### src/rtl/pipelined_alu.sv
`default_nettype none
// ============================================================================
// Module   : pipelined_alu
// Purpose  : Valid/ready ALU with 8 opcodes, status flags and an optional
//            iterative shift-add multiplier (enabled by define ALU_MUL_EN).
// Revision : 1.0 - initial release
// ============================================================================
module pipelined_alu #(
    parameter int WIDTH = 8
) (
    input  logic             clk,
    input  logic             reset,
    input  logic             in_valid,
    output logic             in_ready,
    input  logic [2:0]       opcode,
    input  logic [WIDTH-1:0] operandA,
    input  logic [WIDTH-1:0] operandB,
    output logic             out_valid,
    input  logic             out_ready,
    output logic [WIDTH-1:0] result,
    output logic [WIDTH-1:0] result_hi,
    output logic             flag_zero,
    output logic             flag_carry,
    output logic             flag_overflow,
    output logic             flag_negative,
    output logic             busy
);

    localparam int SHW = $clog2(WIDTH);

    localparam logic [2:0] c_OP_ADD = 3'd0;
    localparam logic [2:0] c_OP_SUB = 3'd1;
    localparam logic [2:0] c_OP_AND = 3'd2;
    localparam logic [2:0] c_OP_OR  = 3'd3;
    localparam logic [2:0] c_OP_XOR = 3'd4;
    localparam logic [2:0] c_OP_SHL = 3'd5;
    localparam logic [2:0] c_OP_SRA = 3'd6;
    localparam logic [2:0] c_OP_MUL = 3'd7;

    typedef enum logic [0:0] {
        S_IDLE = 1'b0,
        S_MUL  = 1'b1
    } state_t;

    state_t r_state;
    state_t w_next_state;

    logic             r_out_valid;
    logic [WIDTH-1:0] r_result;
    logic [WIDTH-1:0] r_result_hi;
    logic             r_zero;
    logic             r_carry;
    logic             r_overflow;
    logic             r_negative;

    logic             w_accept;
    logic [WIDTH-1:0] w_res;
    logic             w_carry;
    logic             w_overflow;
    logic [WIDTH:0]   w_sum;
    logic [WIDTH:0]   w_diff;
    logic [SHW-1:0]   w_shamt;

    // Reset term keeps the producer stalled for as long as reset is held.
    assign in_ready = reset && (r_state == S_IDLE) && (!r_out_valid || out_ready);
    assign w_accept = in_valid && in_ready;

    assign w_sum   = {1'b0, operandA} + {1'b0, operandB};
    assign w_diff  = {1'b0, operandA} - {1'b0, operandB};
    assign w_shamt = operandB[SHW-1:0];

    always_comb begin
        w_res      = '0;
        w_carry    = 1'b0;
        w_overflow = 1'b0;
        case (opcode)
            c_OP_ADD: begin
                w_res      = w_sum[WIDTH-1:0];
                w_carry    = w_sum[WIDTH];
                w_overflow = (operandA[WIDTH-1] == operandB[WIDTH-1]) &&
                             (w_sum[WIDTH-1] != operandA[WIDTH-1]);
            end
            c_OP_SUB: begin
                w_res      = w_diff[WIDTH-1:0];
                w_carry    = w_diff[WIDTH];
                w_overflow = (operandA[WIDTH-1] != operandB[WIDTH-1]) &&
                             (w_diff[WIDTH-1] != operandA[WIDTH-1]);
            end
            c_OP_AND: w_res = operandA & operandB;
            c_OP_OR:  w_res = operandA | operandB;
            c_OP_XOR: w_res = operandA ^ operandB;
            c_OP_SHL: w_res = operandA << w_shamt;
            c_OP_SRA: w_res = WIDTH'($signed(operandA) >>> w_shamt);
            default:  w_res = '0;
        endcase
    end

`ifdef ALU_MUL_EN
    localparam int CW = $clog2(WIDTH + 1);

    logic [2*WIDTH-1:0] r_prod;
    logic [WIDTH-1:0]   r_mcand;
    logic [CW-1:0]      r_count;
    logic [WIDTH:0]     w_upper;
    logic [2*WIDTH-1:0] w_prod_next;
    logic               w_mul_done;

    // Shift-add step: conditionally add the multiplicand into the upper half,
    // then shift the whole product right, consuming one multiplier bit.
    assign w_upper     = r_prod[0] ? ({1'b0, r_prod[2*WIDTH-1:WIDTH]} + {1'b0, r_mcand})
                                   : {1'b0, r_prod[2*WIDTH-1:WIDTH]};
    assign w_prod_next = {w_upper, r_prod[WIDTH-1:1]};
    assign w_mul_done  = (r_state == S_MUL) && (r_count == CW'(1));
    assign busy        = (r_state == S_MUL);

    always_ff @(posedge clk or negedge reset) begin
        if (!reset) begin
            r_prod  <= '0;
            r_mcand <= '0;
            r_count <= '0;
        end else if (r_state == S_MUL) begin
            r_prod  <= w_prod_next;
            r_count <= r_count - CW'(1);
        end else if (w_accept && opcode == c_OP_MUL) begin
            r_prod  <= {{WIDTH{1'b0}}, operandB};
            r_mcand <= operandA;
            r_count <= CW'(WIDTH);
        end
    end
`else
    assign busy = 1'b0;
`endif

    always_ff @(posedge clk or negedge reset) begin
        if (!reset) begin
            r_state <= S_IDLE;
        end else begin
            r_state <= w_next_state;
        end
    end

    always_comb begin
        w_next_state = r_state;
        case (r_state)
`ifdef ALU_MUL_EN
            S_IDLE:  if (w_accept && opcode == c_OP_MUL) w_next_state = S_MUL;
            S_MUL:   if (w_mul_done) w_next_state = S_IDLE;
`endif
            default: w_next_state = S_IDLE;
        endcase
    end

    always_ff @(posedge clk or negedge reset) begin
        if (!reset) begin
            r_out_valid <= 1'b0;
            r_result    <= '0;
            r_result_hi <= '0;
            r_zero      <= 1'b0;
            r_carry     <= 1'b0;
            r_overflow  <= 1'b0;
            r_negative  <= 1'b0;
`ifdef ALU_MUL_EN
        end else if (w_mul_done) begin
            r_out_valid <= 1'b1;
            r_result    <= w_prod_next[WIDTH-1:0];
            r_result_hi <= w_prod_next[2*WIDTH-1:WIDTH];
            r_zero      <= (w_prod_next == '0);
            r_carry     <= (w_prod_next[2*WIDTH-1:WIDTH] != '0);
            r_overflow  <= 1'b0;
            r_negative  <= w_prod_next[WIDTH-1];
        end else if (w_accept && opcode == c_OP_MUL) begin
            r_out_valid <= 1'b0;
`endif
        end else if (w_accept) begin
            r_out_valid <= 1'b1;
            r_result    <= w_res;
            r_result_hi <= '0;
            r_zero      <= (w_res == '0);
            r_carry     <= w_carry;
            r_overflow  <= w_overflow;
            r_negative  <= w_res[WIDTH-1];
        end else if (r_out_valid && out_ready) begin
            r_out_valid <= 1'b0;
        end
    end

    assign out_valid     = r_out_valid;
    assign result        = r_result;
    assign result_hi     = r_result_hi;
    assign flag_zero     = r_zero;
    assign flag_carry    = r_carry;
    assign flag_overflow = r_overflow;
    assign flag_negative = r_negative;

endmodule
`default_nettype wire

### config.mk
export PLATFORM = sky130hd
export DESIGN_NAME = pipelined_alu
export DESIGN_NICKNAME = d
export VERILOG_FILES = /design/src/rtl/pipelined_alu.sv
export SDC_FILE = /design/constraint.sdc
export NUM_CORES = 1
export LEC_CHECK = 0
export ABC_CLOCK_PERIOD_IN_PS = 3810
export CAP_MARGIN = 20
export CORE_ASPECT_RATIO = 1.4
export CORE_MARGIN = 2
export CORE_UTILIZATION = 57
export DETAILED_ROUTE_END_ITERATION = 8
export PLACE_DENSITY = 0.88
export SYNTH_ARGS = -nofsm -noshare
export SYNTH_HDL_FRONTEND = slang
export SYNTH_SLANG_ARGS = --single-unit
### constraint.sdc
create_clock -name clk -period 3.81 [get_ports clk]
set_input_delay 1.143 -clock clk [delete_from_list [all_inputs] [get_ports clk]]
set_output_delay 1.143 -clock clk [all_outputs]
set_load 0.02 [all_outputs]
-- Word level (Yosys, flattened, before mapping)
Index checks and enable logic that the tools add are counted.
W data, S select, Z words.
- input port bits: 23
- memory bits (read-only): 0
- output and inout bits: 23
- memory bits (writable): 0
- latch bits: 0
- logic and storage cells: 38
- flip-flop bits (word level): 13
- memories: 0
- multiplexer cells: 5
- reductions and logical operators: 10
- bitwise logic cells: 3
- eq/ne operators: 10
- div/mod/pow operators: 0
- shift operators: 2
- multiply operators: 0
- $add $sub $neg: 2
- order comparisons: 0
- operator list (operator ; count):
    $pmux W8 S7 ; 1
    $add A8 B8 Y9 ; 1
    $eq A3 B3 Y1 const B ; 3
    $sub A8 B8 Y9 ; 1
    $and A8 B8 Y8 ; 1
    $logic_not A8 Y1 ; 1
    $or A8 B8 Y8 ; 1
    $shl A8 B3 Y8 ; 1
    $sshr A8 B3 Y8 ; 1
    $xor A8 B8 Y8 ; 1
    $eq A3 B2 Y1 const B ; 2
    $logic_and A1 B1 Y1 ; 5
    $pmux W1 S2 ; 2
    $eq A3 B1 Y1 const B ; 1
    $logic_not A3 Y1 ; 1
    $ne A1 B1 Y1 ; 3
    $mux W1 ; 2
    $reduce_bool A2 Y1 ; 1
    $eq A1 B1 Y1 ; 1
    $logic_not A1 Y1 ; 1
    $logic_or A1 B1 Y1 ; 1

-- Depth between registers and ports, before layout
Gate-level depths: netlist of run 1.
- depth in word-level cells: 5
- depth in mapped cells: 10
- mapped depth without buffers: 10

-- Worst setup path before layout of run 1
No wires, ideal clock.
- path type: input to register
- from: in operandA[0]
- to: reg r_zero (netlist: flag_zero)
- path buffers: 0
- stages on the path: 10
- arrival time: 3.206 ns
- slack: 0.500 ns
- setup time: 0.104 ns
- required time: 3.706 ns
- cells stage by stage: inv_1 > ha_1 > fa_1 > xor2_1 > o21ai_0 > a221oi_1 > a2111oi_0 > nand2_1 > or4_1 > o41ai_2
- longest elaborated chain between the ends: 3
- elaborated cells between the ends (all ways): 9
- those cells by class: add/sub (2); shift (2); mux (1); bitwise (3); reduce/logical (1)
- ends and longest elaborated chain (what ; line ; text):
    start, declared ; 16 ; input logic [WIDTH-1:0] operandA,
    $sub A8 B8 Y9, or another cell as far along ; 69 ; assign w_diff = {1'b0, operandA} - {1'b0, operandB};
    $pmux W8 S7 * ; 76 ; case (opcode)
    $logic_not A8 Y1 * ; 178 ; r_zero <= (w_res == '0);
    end signal, assigned ; 178 ;
    end, declared ; 51 ; logic r_zero;
Mark *: on every way between the ends. The rest lies on a longest branch, timed or not.
A chain may end at the register's enable or synchronous reset.

-- Worst setup path in the final report of run 1
- from: in operandB[2]
- to: reg r_zero (netlist: flag_zero)
- longest elaborated chain between the ends: 3
- elaborated cells between the ends (all ways): 9
- those cells by class: add/sub (2); shift (2); mux (1); bitwise (3); reduce/logical (1)
- ends and longest elaborated chain (what ; line ; text):
    start, declared ; 17 ; input logic [WIDTH-1:0] operandB,
    $sub A8 B8 Y9, or another cell as far along ; 69 ;
    $pmux W8 S7 * ; 76 ;
    $logic_not A8 Y1 * ; 178 ;
Marked as above.

==> results.toml, run 1 <==
[run_status]
status = "finished clean"

[drt]
vias = 2331
drt_iter0_drc = 118
postRouteAntennaNets = 0
avgRoutedWirePerCell_um = 17.8
remaining_drc_errors = 0
vias_per_cell = 6.40
drt-total-wl_mm = 6.49
first_pass_iters = 5

[setup_path]
cp_cell_sequence = "clkdlybuf4s50_1 -> inv_1 -> ha_1 -> xor2_1 -> o21ai_1 -> a221oi_1 -> a2111oi_1 -> buf_4 -> nand2_1 -> or4_4 -> o41ai_2"
criticalPathCategory = "in -> reg"
worst_ep_required_time_ns = 3.95
rr_startpoint = "out_valid$_DFFE_PN0P_"
crit_arrival_ns = 3.86
worstSetupEndpoint = "flag_zero$_DFFE_PN0P_"
worstSetupEndpointType = "register"
slowest_delay_ns = 0.48
r2r-end = "flag_zero$_DFFE_PN0P_"
start_kind = "primary input"
crit_start = "operandB[2]"
r2r_setup_slack_ns = 1.59
slowest_stage = "clkdlybuf4s50_1"
cp_max_fo = 5
reg2reg_depth = 7

[sta]
setup_tns_ns = 0
finalSetupViolCount = 0
slew_violations = 0
hold_viol = 0
period_minus_slack_ns = 3.72
tightest_slew_ns = 0.717
fin_worst_skew_ns = 0.000525
slew_headroom_pct = 51.8
rsz0062_at_grt = "false"
fin_ws_ns = 0.0911
fmax_ghz = 0.269
finalCritPeriodShare_pct = 97.6

[cells_and_area]
area_delta_synth_final_pct = 27.8
instances_no_fill = 364
fillCellCount = 277
drive_above_1_share_pct = 20.5
nNetsFinal = 373
antennaDiodeCount = 0
postLayoutCellArea_sq_mm = 0.00284

[grt]
grt_use_total_pct = 29.7
use_met2_pct = 55.6
antenna_found_initial = 0
grt_max_degree = 25
grt_use_met3_pct = 3.50
grt_pass1_wl_mm = 10.6
gr-usage-met1_pct = 31.7
top_usage_layer = "met2"
grt_pass1_vias = 2321
gr-total-overflow = 0

[pwr]
comb_power_share_pct = 59.3
switching_share_pct = 38.4
total_power_uw = 752
p_switching_uw = 289
p_leak_nw = 1.31
peakVddDrop_mv = 0.283
power.density_mw_per_mm2 = 265
sequentialPowerShare_pct = 22.3
clockPowerShare_pct = 18.4
intPower_uw = 463

[synthesis]
ys_warn_count = 0
synth-seq-cells = 12
netlist-cell-type-count = 59
synth-seq-area-share_pct = 13.5
synthTopCellsByArea = "ha_1 14%, dfrtp_1 14%, mux4_2 6.1%"
synth_area_per_cell_sq_um = 8.45
syn_inst = 263
synth-async-reset-ratio_pct = 100
yosys.area.top_type = "ha_1"
ys.flop_type = "dfrtp_1"
syn_area_sq_mm = 0.00222
synth_top_area_share_pct = 14.1
synth-edff-count = 0

[clock_network]
cts_buffers = 3
cts_max_level = 1
clk_latency_ns = 0.24
postCtsSetupBuffers = 0
cts_root_buf = "clkbuf_8"
clockBufferDepth = 2
clkSlewWorstSetupHoldPaths_ns = 0.05
cts_hold_buffers = 0
cts_tree = "built"
cts.sinks = 12

[placed_design]
place_congestion = 0.993
dp_cells = 360
hpwl_mm = 5.30
numPortBuffers = 36
dp_slack_ns = -0.338
post_dp_cell_area_sq_mm = 0.00276

[floorplan]
start_util_pct = 59.9
die_h_um = 77.9
rows = 26
core_sq_mm = 0.00371
ioPinCount = 46
die_x_um = 56.8
die_area_sq_mm = 0.00442

[hold_path]
hold_path.class = "reg -> reg"

[flow_run]
drv_cap = 0
-- metrics by stage --
stage | hold slack (ns) | util (%)
2_1_floorplan | 0.583 | -
5_1_grt | 0.520 | 76.6
6_report | 0.485 | 76.6
4_1_cts | 0.492 | 76.0
3_3_place_gp | 0.463 | 74.3
3_5_place_dp | 0.480 | 74.3
-- power groups by stage --
stage / logic (mW) / clock network [mW] / registers (mW)
final: 0.446 / 0.138 / 0.168
after global routing: 0.478 / 0.145 / 0.173
after CTS: 0.437 / 0.137 / 0.169
after detailed placement: 0.434 / 0 / 0.171
after global placement: 0.421 / 0 / 0.168
after floorplan: 0.228 / 0 / 0.201
-- Yosys cell counts, drive strengths merged, types with 6 or more instances --
master / count
ha: 25
o22ai: 7
buf: 20
dfrtp: 12
a22oi: 6
inv: 22
o21ai: 15
a21oi: 17
nor2: 19
nand2: 19
mux2i: 9
mux4: 7
mux2: 9
-- timing repair --
action                                  in CTS  in global routing
endpoints found under the setup margin       1                  3
gates resized for setup                      3                 12
pin swaps                                    1                  4
-- cell families (layout without fill, tap and decap cells) --
group | count (synthesis) | count (layout) | synth area share, %
adders and majority gates | 27 | 27 | 15.9
and+or+nand+nor | 59 | 59 | 12.0
other | 1 | 9 | 0.169
buffers and inverters | 47 | 98 | 12.4
DFF | 12 | 12 | 13.5
muxes | 25 | 25 | 15.9
AOI/OAI and AO/OA | 85 | 85 | 27.4
xor gates and xnor gates | 7 | 7 | 2.76
-- layout make-up --
type	instances	area, sq um	area share, %
clock buffer	4	55.1	1.94
timing repair buffer	72	658	23.2
sequential	12	300	10.6
multi-input combinational	212	1690	59.6
inverter	22	82.6	2.91
tap	42	52.6	1.85
-- flip-flops by register name (all words and copies together), names as in the netlist --
name / count
result: 7
flag_zero: 1
flag_carry: 1
flag_negative: 1
flag_overflow: 1
out_valid: 1
-- worst min path at each step --
stage / start / to / slack (ns) / depth (start not counted)
final: result[0]$_DFFE_PN0P_ / result[0]$_DFFE_PN0P_ / 0.49 / 1
after global placement: flag_overflow$_DFFE_PN0P_ / flag_overflow$_DFFE_PN0P_ / 0.46 / 2
after detailed placement: result[0]$_DFFE_PN0P_ / result[0]$_DFFE_PN0P_ / 0.48 / 1
after floorplan: flag_overflow$_DFFE_PN0P_ / flag_overflow$_DFFE_PN0P_ / 0.58 / 2
after global routing: flag_zero$_DFFE_PN0P_ / flag_zero$_DFFE_PN0P_ / 0.52 / 2
after CTS: result[0]$_DFFE_PN0P_ / result[0]$_DFFE_PN0P_ / 0.49 / 1
-- worst max-delay path: cells and delay by family --
kind	cells	cell delay [ns]
AO/OA/AOI/OAI	4	0.95
adder cells (fa/ha/maj)	1	0.37
AND/OR/NAND/NOR	2	0.46
buffers and inverters	3	0.74
XOR/XNOR	1	0.19
-- cell usage in the layout, fill, tap and decap left out, types with 4 or more instances in the layout --
| cell | n |
|---|---|
| nor2_1 | 19 |
| a221oi_1 | 4 |
| nand2_1 | 19 |
| ha_1 | 23 |
| o21bai_1 | 4 |
| clkdlybuf4s50_1 | 33 |
| conb_1 | 9 |
| mux2i_1 | 9 |
| mux4_2 | 6 |
| clkbuf_8 | 4 |
| o21ai_0 | 9 |
| o22ai_1 | 7 |
| inv_1 | 21 |
| buf_4 | 33 |
| a21oi_1 | 17 |
| nor3_1 | 5 |
| a22oi_1 | 6 |
| xnor2_1 | 5 |
| o21ai_1 | 6 |
| dfrtp_1 | 12 |
| mux2_2 | 8 |
-- layer usage --
layer / vias up / wire length [um]
met5: - / 0
met3: 29 / 441
met4: 0 / 336
met1: 1082 / 2220
li1: 1069 / -
met2: 151 / 3490
(Power assumes the default switching activity.)
==> run 2: changes to the inputs <==
--- a/config.mk
+++ b/config.mk
@@ -12,6 +12,7 @@
 export CORE_UTILIZATION = 57
 export DETAILED_ROUTE_END_ITERATION = 8
 export PLACE_DENSITY = 0.88
+export SLEW_MARGIN = 30
 export SYNTH_ARGS = -nofsm -noshare
 export SYNTH_HDL_FRONTEND = slang
 export SYNTH_SLANG_ARGS = --single-unit
==> results of run 2 <==
No change in the layout: final DEF, timing and power equal those of run 1.
